## src/rtl/syn_load_arbiter.sv

```systemverilog
// syn_load_arbiter: round-robin arbiter that sequences loads into one shared
// synchronous-load register. One requester is granted at a time, the register
// load/data pins are driven for exactly one cycle, then the winner is acked.
// A programmable idle gap separates consecutive services.
//
//   state  | meaning
//   -------+-----------------------------------------------------------
//   IDLE   | waiting for any req; winner and its data captured on grant
//   LOAD   | load=1 for one cycle, shared register captures load_data
//   ACK    | ack[grant_id]=1 for one cycle, rr pointer advances
//   GAP    | GAP_CYCLES idle cycles, req ignored (skipped when 0)
module syn_load_arbiter #(
  parameter int NREQ       = 4,
  parameter int W          = 4,
  parameter int GAP_CYCLES = 1,
  localparam int IW        = (NREQ > 1) ? $clog2(NREQ) : 1
) (
  input  logic              clk,
  input  logic              rst,
  input  logic [NREQ-1:0]   req,
  input  logic [NREQ*W-1:0] req_data,
  output logic [NREQ-1:0]   ack,
  output logic              load,
  output logic [W-1:0]      load_data,
  output logic [IW-1:0]     grant_id,
  output logic              busy
);

  typedef enum logic [1:0] {
    S_IDLE = 2'd0,
    S_LOAD = 2'd1,
    S_ACK  = 2'd2,
    S_GAP  = 2'd3
  } state_t;

  localparam logic [3:0] GAP_INIT = 4'(GAP_CYCLES);

  state_t        state;
  state_t        state_next;
  logic [IW-1:0] rr_ptr;
  logic [IW-1:0] rr_adv;
  logic [IW-1:0] winner;
  logic [W-1:0]  winner_data;
  logic          any_req;
  logic [3:0]    gap_cnt;

  // Winner search: first set req at or above rr_ptr, otherwise first set req
  // below it (wrap). Constant loop indices keep the data mux simple.
  always_comb begin
    winner      = '0;
    winner_data = '0;
    any_req     = 1'b0;
    for (int i = 0; i < NREQ; i++) begin
      if (!any_req && req[i] && (IW'(i) >= rr_ptr)) begin
        any_req     = 1'b1;
        winner      = IW'(i);
        winner_data = req_data[i*W +: W];
      end
    end
    for (int i = 0; i < NREQ; i++) begin
      if (!any_req && req[i]) begin
        any_req     = 1'b1;
        winner      = IW'(i);
        winner_data = req_data[i*W +: W];
      end
    end
  end

  // Pointer moves to the requester just after the one being acked.
  always_comb begin
    rr_adv = (grant_id == IW'(NREQ - 1)) ? '0 : grant_id + IW'(1);
  end

  // Next-state and output decode; load/ack/busy are pure functions of state.
  always_comb begin
    state_next = state;
    load       = 1'b0;
    ack        = '0;
    busy       = (state != S_IDLE);
    case (state)
      S_IDLE: begin
        if (any_req) state_next = S_LOAD;
      end
      S_LOAD: begin
        load       = 1'b1;
        state_next = S_ACK;
      end
      S_ACK: begin
        ack[grant_id] = 1'b1;
        state_next    = (GAP_CYCLES == 0) ? S_IDLE : S_GAP;
      end
      S_GAP: begin
        // Terminal count: the cycle where the counter would step to zero.
        if (gap_cnt <= 4'd1) state_next = S_IDLE;
      end
      default: state_next = S_IDLE;
    endcase
  end

  // State, grant capture, rr pointer and gap down-counter; reset wins.
  always_ff @(posedge clk) begin
    if (rst) begin
      state     <= S_IDLE;
      rr_ptr    <= '0;
      gap_cnt   <= '0;
      grant_id  <= '0;
      load_data <= '0;
    end else begin
      state <= state_next;
      case (state)
        S_IDLE: begin
          if (any_req) begin
            grant_id  <= winner;
            load_data <= winner_data;
          end
        end
        S_ACK: begin
          rr_ptr  <= rr_adv;
          gap_cnt <= GAP_INIT;
        end
        S_GAP: begin
          if (gap_cnt != 4'd0) gap_cnt <= gap_cnt - 4'd1;
        end
        default: ;
      endcase
    end
  end

endmodule

```

## config.mk

```make
export PLATFORM = sky130hd
export DESIGN_NAME = syn_load_arbiter
export DESIGN_NICKNAME = d
export VERILOG_FILES = /design/src/rtl/syn_load_arbiter.sv
export SDC_FILE = /design/constraint.sdc
export NUM_CORES = 1
export LEC_CHECK = 0
export ABC_AREA = 1
export CAP_MARGIN = 0
export CORE_ASPECT_RATIO = 1.2
export CORE_MARGIN = 4
export CORE_UTILIZATION = 50
export CTS_CLUSTER_DIAMETER = 150
export DETAILED_ROUTE_END_ITERATION = 10
export DONT_BUFFER_PORTS = 1
export PLACE_DENSITY = 0.71
export SLEW_MARGIN = 40
export SYNTH_ARGS = -nofsm -noshare
export SYNTH_HDL_FRONTEND = slang
export SYNTH_SLANG_ARGS = --single-unit
```

## constraint.sdc

```tcl
create_clock -name clk -period 1.5 [get_ports clk]
set_clock_uncertainty 0.1 [all_clocks]
set_input_delay 0.3 -clock clk [delete_from_list [all_inputs] [get_ports clk]]
set_output_delay 0.3 -clock clk [all_outputs]
set_load 0.02 [all_outputs]
```

## Word level (Yosys, flattened, before mapping)

Index checks and enable logic that the tools add are counted.

- Logic and storage cells: 80
- Register bits after elaboration: 14

- Reduce and logical (&&, ||, !) cells: 26
- Equality and inequality tests: 7
- Multiplexer cells: 33
- Order comparisons: 7
- Add/subtract/negate cells: 2

Operators with widths:

| kind | number |
|---|---|
| $mux 4 | 10 |
| $mux 2 | 9 |
| $logic_and 1x1->1 | 12 |
| $mux 1 | 11 |
| $pmux 2 s4 | 1 |
| $pmux 4 s2 | 1 |
| $logic_not 1->1 | 7 |
| $eq 2x2->1 const B | 3 |
| $ne 2x2->1 const B | 3 |
| $reduce_and 2->1 | 3 |
| $ge 1x2->1 const A | 2 |
| $ge 2x2->1 const A | 2 |
| $le 4x1->1 const B | 1 |
| $reduce_bool 2->1 | 2 |
| $reduce_bool 4->1 | 1 |
| $sub 4x1->4 const B | 1 |
| $lt 2x3->1 const B | 1 |
| $add 2x1->2 const B | 1 |
| $demux 1 s2 | 1 |
| $eq 2x1->1 const B | 1 |
| $ge 2x1->1 const B | 1 |
| $logic_not 2->1 | 1 |

## Longest topological paths before layout

Gate-level depths: netlist of the first run.

- Depth in word-level cells: 29
- Depth in mapped cells: 10
- Mapped depth without buffers: 10

## Worst setup path after synthesis of the first run

OpenSTA, ideal clock, no wires.

- Path kind: input to register
- From: input port req[2]
- To: register state[1]
- Setup time: 0.113 ns
- Required time: 1.287 ns
- Buffers on the path: 1
- Stages: 8
- Slack: -0.016 ns
- Data arrival time: 1.303 ns
- Cells stage by stage: buf_2 -> nand2_1 -> nand2_2 -> nor3_4 -> nand3_2 -> o21ai_1 -> and2_1 -> nor2_1

- Word-level cells in the longest chain between the ends: 21

Ends and longest elaborated chain:

| what | RTL line | text |
|---|---|---|
| from (decl) | 20 | `input logic [NREQ-1:0] req,` |
| $logic_and 1x1->1 (2 in a row) | 54 | `if (!any_req && req[i] && (IW'(i) >= rr_ptr)) begin` |
| $mux 1 | 54 |  |
| $logic_not 1->1 | 54 |  |
| $logic_and 1x1->1 (2 in a row) | 54 |  |
| $mux 1 | 54 |  |
| $logic_not 1->1 | 61 | `if (!any_req && req[i]) begin` |
| $logic_and 1x1->1 | 61 |  |
| $mux 1 | 61 |  |
| [3 not listed] | - |  |
| $logic_not 1->1 | 61 |  |
| $logic_and 1x1->1 | 61 |  |
| $mux 1 * | 61 |  |
| $logic_not 1->1 | 61 |  |
| $logic_and 1x1->1 | 61 |  |
| $mux 1 * | 61 |  |
| $ne 2x2->1 (no source line) * | - |  |
| $reduce_and 2->1 (no source line) * | - |  |
| to (signal assigned) | 109 | `state <= state_next;` |
| to (decl) | 38 | `state_t state;` |

Every way passes the cells marked *; elsewhere a longest branch is shown, timed or not.
A chain may end at the register's enable or synchronous reset.

## Worst setup path in the final report of the first run

- From: register rr_ptr[1]
- To: register grant_id[1]

- Word-level cells in the longest chain between the ends: 28

Ends and longest elaborated chain:

| what | RTL line | text |
|---|---|---|
| from (decl) | 40 | `logic [IW-1:0] rr_ptr;` |
| from (signal assigned) | 118 | `rr_ptr <= rr_adv;` |
| $ge 1x2->1 | 54 |  |
| $logic_and 1x1->1 | 54 |  |
| $mux 1 | 54 |  |
| $logic_not 1->1 | 54 |  |
| $logic_and 1x1->1 (2 in a row) | 54 |  |
| $mux 1 | 54 |  |
| $logic_not 1->1 | 54 |  |
| $logic_and 1x1->1 (2 in a row) | 54 |  |
| [10 not listed] | - |  |
| $mux 1 | 61 |  |
| $logic_not 1->1 | 61 |  |
| $logic_and 1x1->1 | 61 |  |
| $mux 1 | 61 |  |
| $logic_not 1->1 | 61 |  |
| $logic_and 1x1->1 | 61 |  |
| $mux 1 | 61 |  |
| $reduce_and 2->1 (no source line) | - |  |
| to (signal assigned) | 113 | `grant_id <= winner;` |
| to (decl) | 25 | `output logic [IW-1:0] grant_id,` |

Several ways; a longest one is shown, not always the timed one.

==> results of run 1 <==
-- state kept, by name, summed over array words and instances (netlist names) --
register	count
state	2
grant_id	2
gap_cnt	4
rr_ptr	2
load_data	4
-- per-stage QoR --
stage / hold slack, ns / utilization (%) / instance area (sq um)
after CTS: -0.03387 / 64.07 / 1356
after detailed placement: 0.2729 / 59.87 / 1267
after global placement: 0.2714 / 59.87 / 1267
after global routing: -0.05393 / 71.93 / 1523
after floorplan: 0.2691 / - / 1164
final: -0.03469 / 71.93 / 1523
-- critical path: stages, from the launching register on --
cell,delay [ns]
dfxtp_4,0.40
inv_4,0.05
nand2_4,0.07
nand2_4,0.07
nor3_4,0.23
nand3_2,0.15
nand2_4,0.13
buf_6,0.13
buf_6,0.09
a21oi_2,0.03
-- timing repair --
item / CTS / global route
pin swaps: 3 / 20
buffers inserted: 1 / 5
endpoints found under the hold margin: 6 / 6
endpoints found under the setup margin: 9 / 14
resized for setup: 18 / 43
-- logic make-up after synthesis --
| logic type | synth area share (%) |
|---|---|
| xor+xnor | 0.7728 |
| flops | 24.72 |
| compound gates | 11.92 |
| simple gates | 38.30 |
| fa+ha+maj | 12.14 |
| buf+inv | 12.14 |
-- metal layers --
metal / up-vias / GRT usage (%)
met3: 7 / 4.489
met1: 579 / 20.93
met2: 36 / 38.00
li1: 620 / -
met4: 0 / 11.61
met5: - / 0
-- power by group through the flow --
stage | clock [mW] | combinational [mW] | sequential (mW)
final | 0.276 | 1.59 | 0.695
after floorplan | 0 | 0.797 | 0.662
after detailed placement | 0 | 1.12 | 0.658
after global routing | 0.301 | 1.76 | 0.715
after CTS | 0.278 | 1.24 | 0.659
after global placement | 0 | 1.08 | 0.645
-- cells in the mapped netlist (all sizes together) --
library cell  number  share of area [%]
ha                11                 12
nand4              8                4.4
nor2              14                5.1
buf                2               0.88
dfxtp             14                 25
and2               1               0.55
or2                1               0.55
inv               34                 11
nor3               1                1.4
o21ai              9                4.0
o21a               1               0.66
o211a              1               0.88
xor2               1               0.77
nand2             38                 13
o31ai              1               0.66
nand3             28                 13
a21oi             13                5.7
-- layout make-up --
type	instances	area, sq um
multi-input cells	128	860.8
flip-flops and latches	14	294.0
clock buffers	4	36.28
well taps	30	37.54
repair buffers	17	153.9
inverters	34	140.1
fillers	182	594.3
-- worst max-delay path by stage --
stage | slack (ns) | cells past startpoint | endpoint | start
2_1_floorplan | 0.006 | 8 | state[1]$_SDFFE_PP0P_ | rr_ptr[1]$_SDFFE_PP0P_
3_3_place_gp | 0.009 | 7 | state[1]$_SDFFE_PP0P_ | gap_cnt[0]$_SDFFE_PP0P_
3_5_place_dp | -0.04 | 7 | state[1]$_SDFFE_PP0P_ | gap_cnt[0]$_SDFFE_PP0P_
4_1_cts | 0.0003 | 8 | state[1]$_SDFFE_PP0P_ | rr_ptr[1]$_SDFFE_PP0P_
5_1_grt | -0.14 | 9 | grant_id[1]$_SDFFE_PP0P_ | rr_ptr[1]$_SDFFE_PP0P_
6_report | -0.06 | 9 | grant_id[1]$_SDFFE_PP0P_ | rr_ptr[1]$_SDFFE_PP0P_
==> impl_metrics.toml, run 1 <==
[status]
status = "finished, violations left"
violations = "hold timing, setup timing"

[floorplan]
die-area_sq_mm = 0.003096
die_w_microns = 51.47
start_util_pct = 53.55
rows = 18
die_h_microns = 60.16
ios = 34
core_area_sq_mm = 0.002117

[worst_hold_path]
hold_start = "rst"
holdPathStages = 1
hold_path_class = "input pin to flop"
hold_end = "gap_cnt[1]$_SDFFE_PP0P_"

[placement]
io_buffers = 0
post-place-ws_ns = -0.03711
placed_cells = 217
gp_congestion = 0.8675
dp_hpwl_microns = 2309

[run]
max-cap-violations = 0

[sta]
max_slew.worst_pin.slew_ns = 0.3392
hold_violations = 6
hold-worst-slack_ns = -0.03469
tns_ns = -0.2597
relSlewSlack_pct = 77.30
min_period_over_period_pct = 103.9
slew_violations = 0
fmax_mhz = 641.8
rsz0062_at_grt = "yes"
period_needed_ns = 1.558
worst_slack_ns = -0.05805
finalSetupViolCount = 9

[cells_and_area]
final_cell_mix = "nand2_1, nand3_1, inv_1"
drive_above_1_share_pct = 34.52
layout_commonest_cell = "nand2_1"
nNetsFinal = 231
layout.cells.non_filler = 227
num_antenna_cells = 0
area_growth_pct = 34.33

[synthesis]
syn-num-nets = 211
syn_area_per_cell_sq_um = 6.368
synthCells = 178
yosysWarnings = 0
ys_seq_area_share_pct = 24.72
synth-seq-cells = 14
syn_area_sq_mm = 0.001134
synthDistinctLibCells = 21

[clocking]
cts_num_sinks = 14
htreeDepth = 1
clock-root-buffer = "clkbuf_4"
cts_buffers = 3
cts_tree = "built"
clkTransAtPathRegs_ns = 0.09
cts_buffer_depth = 2
clkLatencyLatePin_ns = 0.28

[detailed_routing]
via_per_inst = 5.471
wl_microns = 3092
drt_pass1_iterations = 4
drt_iter0_markers = 27
highest_layer = "met4"
drt-met1-wl_microns = 1166
ant_nets = 0
drc = 0
wl_per_cell_microns = 13.62
met3WireLength_microns = 176
vias = 1242
dr_wl_met2_microns = 1674

[power_and_ir_drop]
p_sw_mw = 1.187
total_power_mw = 2.556
powerDensity_mw_per_mm2 = 1679
leakage_nw = 0.7291
p_comb_share_pct = 62.0
clockPowerShare_pct = 10.8
power_frac_seq_pct = 27.2
ir_worst_vdd_mv = 1.132
p_int_mw = 1.369
p_sw_share_pct = 46.46

[grt]
grt_max_degree = 10
grt_pass1_wl_microns = 4871
antenna_found_initial = 0
grt_overflow_total = 0
grt.total_usage_pct = 20.51
grt_pass1_vias = 1151

[worst_setup_path]
worst-r2r-setup-slack_ns = -0.06
critPathCaptureType = "flop"
r2r.worst_path.cells = 9
crit_type = "flop to flop"
crit_path_max_fanout = 5
r2r_start = "rr_ptr[1]$_SDFFE_PP0P_"
r2r_end = "grant_id[1]$_SDFFE_PP0P_"
crit_required_ns = 1.57
crit_arrival_ns = 1.63
start_kind = "flop"
Power figures use the tool's default switching activity.
==> run 2, diff against run 1 <==
--- a/config.mk
+++ b/config.mk
@@ -13,7 +13,9 @@
 export CTS_CLUSTER_DIAMETER = 150
 export DETAILED_ROUTE_END_ITERATION = 10
 export DONT_BUFFER_PORTS = 1
-export PLACE_DENSITY = 0.71
+export GPL_TIMING_DRIVEN = 0
+export HOLD_SLACK_MARGIN = 0.06
+export PLACE_DENSITY = 0.68
 export SLEW_MARGIN = 40
 export SYNTH_ARGS = -nofsm -noshare
 export SYNTH_HDL_FRONTEND = slang
==> run 2 against run 1 <==
The run still ends with hold timing, setup timing left; worst setup slack better by 0.032 ns; die area unchanged; largest cell class unchanged; cell count down 4.4%; critical path type unchanged; final area down 8.9%.
==> impl_metrics.toml, run 2 (same netlist as run 1, synthesis figures left out) <==
[cells_and_area]
nNetsFinal = 222
fill_cells = 216
layout.cells.non_filler = 217
layout_commonest_cell = "nand2_1"
drive_above_1_share_pct = 27.27
area_growth_pct = 22.41
num_antenna_cells = 0
final_cell_mix = "nand2_1, nand3_1, inv_1"
reg.largest.list = "gap_cnt: 4 flops, load_data: 4 flops"
final_area_sq_mm = 0.001388

[worst_setup_path]
start_kind = "flop"
cp_slowest_cell = "dfxtp_4"
critical_path.cell_chain = "inv_1, nand2_4, nand2_4, nor3_4, nand3_2, o21ai_2, and2_4, nor2_1"
cpMostUsedCell = "nand2_4"
critPathTopFamily = "simple AND/OR/NAND/NOR gates"
critPathCaptureType = "flop"
crit_type = "flop to flop"
worst_path_largest_cell_delay_ns = 0.39
crit_path_max_fanout = 4
crit_buf_inv = 1
crit_required_ns = 1.57
crit_arrival_ns = 1.59

[sta]
finalSetupViolCount = 5
period_needed_ns = 1.526
fmax_mhz = 655.3
max_slew.worst_pin.slew_ns = 0.3899
hold_violations = 6
hold-worst-slack_ns = -0.008054
worst_slack_ns = -0.02593
slew_violations = 0
relSlewSlack_pct = 74.01
min_period_over_period_pct = 101.7
rsz0062_at_grt = "yes"

[floorplan]
core_area_sq_mm = 0.002117
ios = 34
die_w_microns = 51.47
die_h_microns = 60.16
die-area_sq_mm = 0.003096
rows = 18
start_util_pct = 53.55

[clocking]
clock-root-buffer = "clkbuf_4"
cts_tree = "built"
cts_num_sinks = 14
clkLatencyLatePin_ns = 0.26
cts_buffers = 3
cts_buffer_depth = 2
clkTransAtPathRegs_ns = 0.08
htreeDepth = 1

[detailed_routing]
via_per_inst = 5.544
vias = 1203
drt_pass1_iterations = 4
ant_nets = 0
drc = 0
drt_iter0_markers = 42
wl_microns = 2847
wl_per_cell_microns = 13.12

[placement]
placed_cells = 208
post_dp_cell_area_sq_mm = 0.001201
dp_hpwl_microns = 2123
gp_congestion = 0.8693
io_buffers = 0

[grt]
grt.total_usage_pct = 19.33
grt_overflow_total = 0
grt_pass1_vias = 1125
grt_pass1_wl_microns = 4574
antenna_found_initial = 0
grt_max_degree = 10

[power_and_ir_drop]
powerDensity_mw_per_mm2 = 1565
leakage_nw = 0.6592
ir_worst_vdd_mv = 0.8385

[run]
max-cap-violations = 0

[status]
violations = "hold timing, setup timing"
status = "finished, violations left"

[worst_hold_path]
hold_path_class = "input pin to flop"
==> run 2: final cells by class <==
cell class	instances	area, sq um	area share, %
plain buffers	2	16.27	1.172
clock buffers	3	22.52	1.623
inverters	34	137.6	9.919
multi-input cells	128	829.5	59.78
flip-flops and latches	14	299.0	21.55
well taps	30	37.54	2.705
repair buffers	6	45.04	3.246
==> run 2: worst paths after layout <==
check | from | to | slack [ns] | cells past startpoint
max | rr_ptr[1]$_SDFFE_PP0P_ | state[1]$_SDFFE_PP0P_ | -0.03 | 8
min | rst | load_data[2]$_SDFFE_PP0P_ | -0.008 | 1
max reg2reg | rr_ptr[1]$_SDFFE_PP0P_ | state[1]$_SDFFE_PP0P_ | -0.03 | 8
min reg2reg | gap_cnt[1]$_SDFFE_PP0P_ | gap_cnt[1]$_SDFFE_PP0P_ | 0.35 | 2
==> run 2: per-layer routing <==
metal  routed length, microns  up-vias  global-route usage [%]
li1                         -      600                       -
met1                     1087      552                   21.72
met2                     1451       44                   32.18
met3                      248        7                   5.736
met4                       60        0                   11.24
met5                        0        -                       0
==> run 2: power by group <==
part	leakage, nW	internal [mW]	total [mW]	switching [mW]
combinational	0.527	0.478	1.21	0.732
sequential	0.119	0.530	0.765	0.234
clock	0.0138	0.0927	0.198	0.105
total	0.659	1.10	2.17	1.07
==> run 2: timing repair <==
item,CTS,global route
endpoints found under the hold margin,6,6
pin swaps,7,6
buffers inserted,3,3
cloned,0,0
resized for setup,24,20
setup endpoints to repair,13,15
==> run 2: per-stage QoR <==
stage	setup TNS [ns]	power (mW)	util, %	setup slack [ns]
after floorplan	0	1.459	-	0.005540
after global placement	-0.6508	1.623	56.74	-0.1231
after detailed placement	-0.9125	1.655	56.74	-0.1519
after CTS	-0.02647	1.999	61.29	-0.01300
after global routing	-0.8482	2.385	65.54	-0.1484
final	-0.08587	2.172	65.54	-0.02593
